## config.mk

```make
export PLATFORM = sky130hd
export DESIGN_NAME = uart_baud_tick_gen
export DESIGN_NICKNAME = d
export VERILOG_FILES = /design/src/rtl/uart_pkg.sv /design/src/rtl/uart_frac_divider.sv /design/src/rtl/uart_baud_tick_gen.sv
export SDC_FILE = /design/constraint.sdc
export NUM_CORES = 1
export LEC_CHECK = 0
export BUFFER_PORTS_ARGS = -buffer_cell sky130_fd_sc_hd__buf_4
export CORE_ASPECT_RATIO = 1.25
export CORE_MARGIN = 2
export CORE_UTILIZATION = 45
export DETAILED_ROUTE_END_ITERATION = 8
export MAX_ROUTING_LAYER = met4
export PLACE_DENSITY_LB_ADDON = 0.25
export SYNTH_ARGS = -nofsm -noshare
export SYNTH_HDL_FRONTEND = slang
export SYNTH_HIERARCHICAL = 1
export SYNTH_SLANG_ARGS = --single-unit
```

## constraint.sdc

```tcl
create_clock -name g_clk -period 6.2 [get_ports g_clk]
set_clock_uncertainty 0.2 [all_clocks]
set_input_delay 0.62 -clock g_clk [delete_from_list [all_inputs] [get_ports g_clk]]
set_output_delay 0.62 -clock g_clk [all_outputs]
set_load 0.01 [all_outputs]
```

## src/rtl/uart_pkg.sv

```systemverilog
// rtl/uart_pkg.sv - shared widths and divisor helper for the UART baud tick generator
package uart_pkg;

    localparam int DIV_W_DEF  = 16;
    localparam int FRAC_W_DEF = 4;

    // Rounded divisor in units of 1/2^frac_w g_clk cycles per oversample tick.
    // The result is {int, frac}: the low frac_w bits are the fraction.
    function automatic longint calc_divisor(input longint clk_hz, input longint baud,
                                            input longint os, input int frac_w);
        longint den;
        den = baud * os;
        return ((clk_hz << frac_w) + (den / 2)) / den;
    endfunction

endpackage

```

## src/rtl/uart_frac_divider.sv

```systemverilog
// rtl/uart_frac_divider.sv - fractional period counter producing the raw oversample tick
module uart_frac_divider
    import uart_pkg::*;
#(
    parameter int DIV_W  = DIV_W_DEF,
    parameter int FRAC_W = FRAC_W_DEF
) (
    input  logic              g_clk,
    input  logic              rst,
    input  logic              clear,
    input  logic [DIV_W-1:0]  div_int,
    input  logic [FRAC_W-1:0] div_frac,
    output logic              tick
);

    logic [DIV_W-1:0]  cnt;
    logic [FRAC_W-1:0] acc;
    logic [FRAC_W:0]   acc_sum;
    logic [DIV_W-1:0]  int_eff;
    logic [DIV_W:0]    last;

    // Current period is div_int plus the carry out of the fractional accumulator;
    // the integer part is never allowed below 2 so a tick can never be back-to-back.
    always_comb begin
        acc_sum = {1'b0, acc} + {1'b0, div_frac};
        int_eff = (div_int < DIV_W'(2)) ? DIV_W'(2) : div_int;
        last    = {1'b0, int_eff} + {{DIV_W{1'b0}}, acc_sum[FRAC_W]} - {{DIV_W{1'b0}}, 1'b1};
    end

    assign tick = !clear && ({1'b0, cnt} == last);

    // Count 0..P-1; on the last count restart and advance the fractional phase.
    always_ff @(posedge g_clk) begin
        if (rst || clear) begin
            cnt <= '0;
            acc <= '0;
        end else if (tick) begin
            cnt <= '0;
            acc <= acc_sum[FRAC_W-1:0];
        end else begin
            cnt <= cnt + DIV_W'(1);
        end
    end

endmodule

```

## src/rtl/uart_baud_tick_gen.sv

```systemverilog
// rtl/uart_baud_tick_gen.sv - UART baud generator emitting rx/tx/mid-bit enable ticks
module uart_baud_tick_gen
    import uart_pkg::*;
#(
    parameter int CLK_FREQ   = 10_000_000,
    parameter int DEF_BAUD   = 115200,
    parameter int OVERSAMPLE = 16,
    parameter int DIV_W      = DIV_W_DEF,
    parameter int FRAC_W     = FRAC_W_DEF
) (
    input  logic              g_clk,
    input  logic              rst,
    input  logic              enable,
    input  logic [DIV_W-1:0]  div_int,
    input  logic [FRAC_W-1:0] div_frac,
    input  logic              div_load,
    output logic              div_pending,
    output logic              div_err,
    input  logic              rx_resync,
    output logic              rx_tick,
    output logic              rx_mid,
    output logic              tx_tick
);

    localparam int                OS_W     = $clog2(OVERSAMPLE);
    localparam longint            DEF_DIV  = calc_divisor(longint'(CLK_FREQ), longint'(DEF_BAUD),
                                                          longint'(OVERSAMPLE), FRAC_W);
    localparam logic [DIV_W-1:0]  DEF_INT  = DIV_W'(DEF_DIV >> FRAC_W);
    localparam logic [FRAC_W-1:0] DEF_FRAC = FRAC_W'(DEF_DIV);
    localparam logic [OS_W-1:0]   OS_LAST  = OS_W'(OVERSAMPLE - 1);
    localparam logic [OS_W-1:0]   OS_HALF  = OS_W'(OVERSAMPLE / 2 - 1);

    logic [DIV_W-1:0]  act_int;
    logic [FRAC_W-1:0] act_frac;
    logic [DIV_W-1:0]  pend_int;
    logic [FRAC_W-1:0] pend_frac;
    logic [OS_W-1:0]   os_cnt;
    logic              raw_tick;
    logic              clear;
    logic              os_wrap;
    logic              os_half;
    logic              apply;
    logic              load_bad;

    // Disable and resync both restart the bit phase from zero; resync also swallows a due tick.
    assign clear    = !enable || rx_resync;
    assign os_wrap  = raw_tick && (os_cnt == OS_LAST);
    assign os_half  = raw_tick && (os_cnt == OS_HALF);
    // A new divisor only takes effect on a bit boundary, or whenever the phase is being reset anyway.
    assign apply    = div_pending && (clear || os_wrap);
    assign load_bad = div_int < DIV_W'(2);

    uart_frac_divider #(
        .DIV_W  (DIV_W),
        .FRAC_W (FRAC_W)
    ) u_div (
        .g_clk    (g_clk),
        .rst      (rst),
        .clear    (clear),
        .div_int  (act_int),
        .div_frac (act_frac),
        .tick     (raw_tick)
    );

    // Oversample position counter and registered tick strobes.
    always_ff @(posedge g_clk) begin
        if (rst) begin
            rx_tick <= 1'b0;
            tx_tick <= 1'b0;
            rx_mid  <= 1'b0;
            os_cnt  <= '0;
        end else begin
            rx_tick <= raw_tick;
            tx_tick <= os_wrap;
            rx_mid  <= os_half;
            if (clear) begin
                os_cnt <= '0;
            end else if (raw_tick) begin
                os_cnt <= os_cnt + OS_W'(1);
            end
        end
    end

    // Divisor capture into the pending slot and hand-over to the active divisor.
    always_ff @(posedge g_clk) begin
        if (rst) begin
            act_int     <= DEF_INT;
            act_frac    <= DEF_FRAC;
            pend_int    <= '0;
            pend_frac   <= '0;
            div_pending <= 1'b0;
            div_err     <= 1'b0;
        end else begin
            if (apply) begin
                act_int  <= pend_int;
                act_frac <= pend_frac;
            end
            if (div_load) begin
                pend_int    <= load_bad ? DIV_W'(2) : div_int;
                pend_frac   <= div_frac;
                div_pending <= 1'b1;
                div_err     <= load_bad;
            end else if (apply) begin
                div_pending <= 1'b0;
            end
        end
    end

endmodule

```

==> impl_metrics.csv <==
group,metric,value,unit
clock_network,cts_tree,"built",
detailed_routing,routedWlPerCell,15.1,um
timing,max_freq,217,MHz
detailed_routing,num_vias,3241,
yosys,synth_top_cell_by_area,"dfxtp_1",
detailed_routing,detail_route.first_pass.iterations,4,
timing,worstMarginPinSlew,0.753,ns
yosys,synth_most_common_cell,"dfxtp_1",
floorplanning,floorplan.initialDensity,0.467,
yosys,syn_inst,432,
yosys,ys_types,65,
outcome,status,"complete, no violations",
yosys,synth-seq-cells,69,
critical_path,cp_cell_sequence,"nor4_2, nand2_1, o21ai_1, ha_1, ha_1, inv_1, nor4_2, o211ai_1, a32oi_2, nand3_4, nor2_1, and4_4, o21a_1, o211ai_1",
global_route,grt_pass1_wl,14.2,mm
yosys,synth_common_cells,"dfxtp_1 (69), nor2_1 (41), nand2_1 (29)",
yosys,synth_flop_cell,"dfxtp_1",
placement,dpl_cell_area,0.00408,mm2
detailed_routing,avgViaCountPerCell,5.95,
floorplanning,pin_count,30,
clock_network,htree_num_levels,3,
global_route,antenna_found_initial,0,
timing,period_share,0.743,
floorplanning,die_h,108,um
job,maxCapViolCount,0,
clock_network,cts_made_buffers,9,
critical_path,cp_top_family,"simple AND/OR/NAND/NOR gates",
global_route,grt_max_degree,54,
timing,max_slew_margin,0.497,
clock_network,holdBufCountCts,0,
cells_and_area,diodes,0,
critical_path,cp_slowest_stage_delay,0.58,ns
clock_network,clk_path_buf_depth,2,
placement,io_buffers,29,
floorplanning,die-area,0.00941,mm2
detailed_routing,routed_wl,8.25,mm
critical_path,worst-path-buf-inv,1,
placement,globalplace.congestion,0.882,
critical_path,path_class,"reg2reg",
cells_and_area,finalNetCount,477,
yosys,syn_area,0.00389,mm2
power,cellLeakagePower,1.57,nW
min_path,hold_path.class,"in2reg",
cells_and_area,fillCellCount,792,
cells_and_area,layout-drive-gt1-share,0.143,
timing,setup_viol,0,
global_route,grt_use_total,0.193,
yosys,yosys_warnings,6,
clock_network,clock_latency,0.35,ns
critical_path,end_kind,"register",
critical_path,required,6.18,ns
cells_and_area,design_area,0.00433,mm2
cells_and_area,syn_to_final_growth,11.3,%
timing,min_period,4.60,ns
detailed_routing,drt_iter0_drc,164,
timing,final-hold-violation-count,0,
floorplanning,die_x,87.2,um
critical_path,crit_arrival,4.58,ns
yosys,synthArstFlopShare,0,
power,p_per_area,242,mW/mm2
yosys,yosysSeqAreaShare,0.355,
power,max-vdd-ir-drop,0.000173,V
detailed_routing,drc,0,
yosys,syn_nets,466,
floorplanning,core-area,0.00833,mm2
floorplanning,num_rows,37,
global_route,grt_pass1_vias,3025,
critical_path,path_max_fanout,37,
global_route,overflow,0,
yosys,syn_area_per_cell,9.01,um2
timing,rsz0062_at_grt,"false",
clock_network,cts_sinks,69,
detailed_routing,final_antenna_net_count,0,
yosys,synth_top_area_frac,0.355,
critical_path,start_kind,"register",
yosys,ys_top_cells_by_area,"dfxtp_1 (35%), xnor2_1 (4.1%), nor2_1 (4.0%)",
timing,final-max-slew-violation-count,0,
critical_path,critPathSlowestCell,"nor4_2",
clock_network,cts_setup_buffers,0,
yosys,synth_edf_count,0,
timing,setup_tns,0,ns
clock_network,cts_resized,0,
clock_network,cts_root_buffer,"clkbuf_8",
clock_network,clk_transition_reported_paths,0.08,ns
placement,dpl.hpwl,5.77,mm
where the power goes:
group          internal (mW)  switching [mW]  leakage [nW]
clock                  0.280           0.176         0.120
sequential             0.457          0.0151         0.562
combinational         0.0500          0.0705         0.891
metrics by stage:
step | hold WS [ns] | power (mW) | util | instances | worst slack (ns)
final | 0.286 | 1.05 | 0.520 | 545 | 1.60
after CTS | 0.266 | 1.06 | 0.520 | 545 | 1.57
after floorplan | 0.237 | 0.568 | - | 432 | 2.41
after global placement | 0.261 | 0.600 | 0.490 | 529 | 1.74
after global routing | 0.264 | 1.10 | 0.520 | 545 | 1.08
after detailed placement | 0.276 | 0.603 | 0.490 | 529 | 1.59
registers in the layout, summed over array words and instances (netlist names):
signal,count
tx_tick,1
u_div/acc,4
act_frac,4
rx_mid,1
pend_frac,4
act_int,16
div_pending,1
div_err,1
pend_int,16
u_div/cnt,16
rx_tick,1
os_cnt,4
cell families after synthesis:
group / Yosys count / synth area share
AND/OR/NAND/NOR: 178 / 0.269
XOR/XNOR: 33 / 0.0791
multiplexers: 10 / 0.0257
AO/OA/AOI/OAI: 87 / 0.184
adder cells (fa/ha/maj): 9 / 0.0309
buffers and inverters: 46 / 0.0566
flip-flops: 69 / 0.355
worst reg2reg max path, delay by kind of cell (launching register included):
| family | cells | cell delay (ns) |
|---|---|---|
| compound gates | 5 | 0.98 |
| simple gates | 6 | 2.22 |
| fa+ha+maj | 2 | 0.52 |
| buf+inv | 1 | 0.14 |
| flops | 1 | 0.36 |
final cells by class:
class	instances	area, um2	area share
clock buffers	11	141	0.0327
clock inverters	5	106	0.0246
flip-flops and latches	69	1380	0.319
inverters	15	56.3	0.0130
well taps	97	121	0.0280
repair buffers	31	233	0.0538
multi-input cells	317	2290	0.529
layout by cell type (no fill, tap or decap), drive strengths merged, types with 4 or more instances in the layout:
cell,netlist,routed
inv,15,16
nor2,41,41
nor3,12,12
clkbuf,10,11
xor2,14,14
xnor2,19,19
a22o,10,10
o211ai,12,12
mux2i,10,10
ha,8,8
a41oi,16,16
and3,6,6
o21ai,9,9
nor2b,4,4
nand2b,6,6
a21oi,8,8
buf,21,31
o311ai,15,15
nand2,29,29
nor4,10,10
nand3,11,11
nor3b,18,18
dfxtp,69,69
nand4,21,21
path summary, 6_finish.rpt:
kind	cells past startpoint	endpoint	start	slack, ns
max	14	act_frac[0]	act_int[5]	1.60
max reg2reg	14	act_frac[0]	act_int[5]	1.60
min	2	pend_int[0]	div_int[0]	0.29
min reg2reg	1	u_div/cnt[0]	u_div/cnt[0]	0.29
metal layers:
metal	vias to the layer above	GRT usage	routed length, um
met5	-	-	0
met4	0	0.0923	218
met3	14	0.0405	319
met2	74	0.286	3790
met1	1520	0.250	3930
li1	1633	-	-
(Power assumes the default switching activity.)
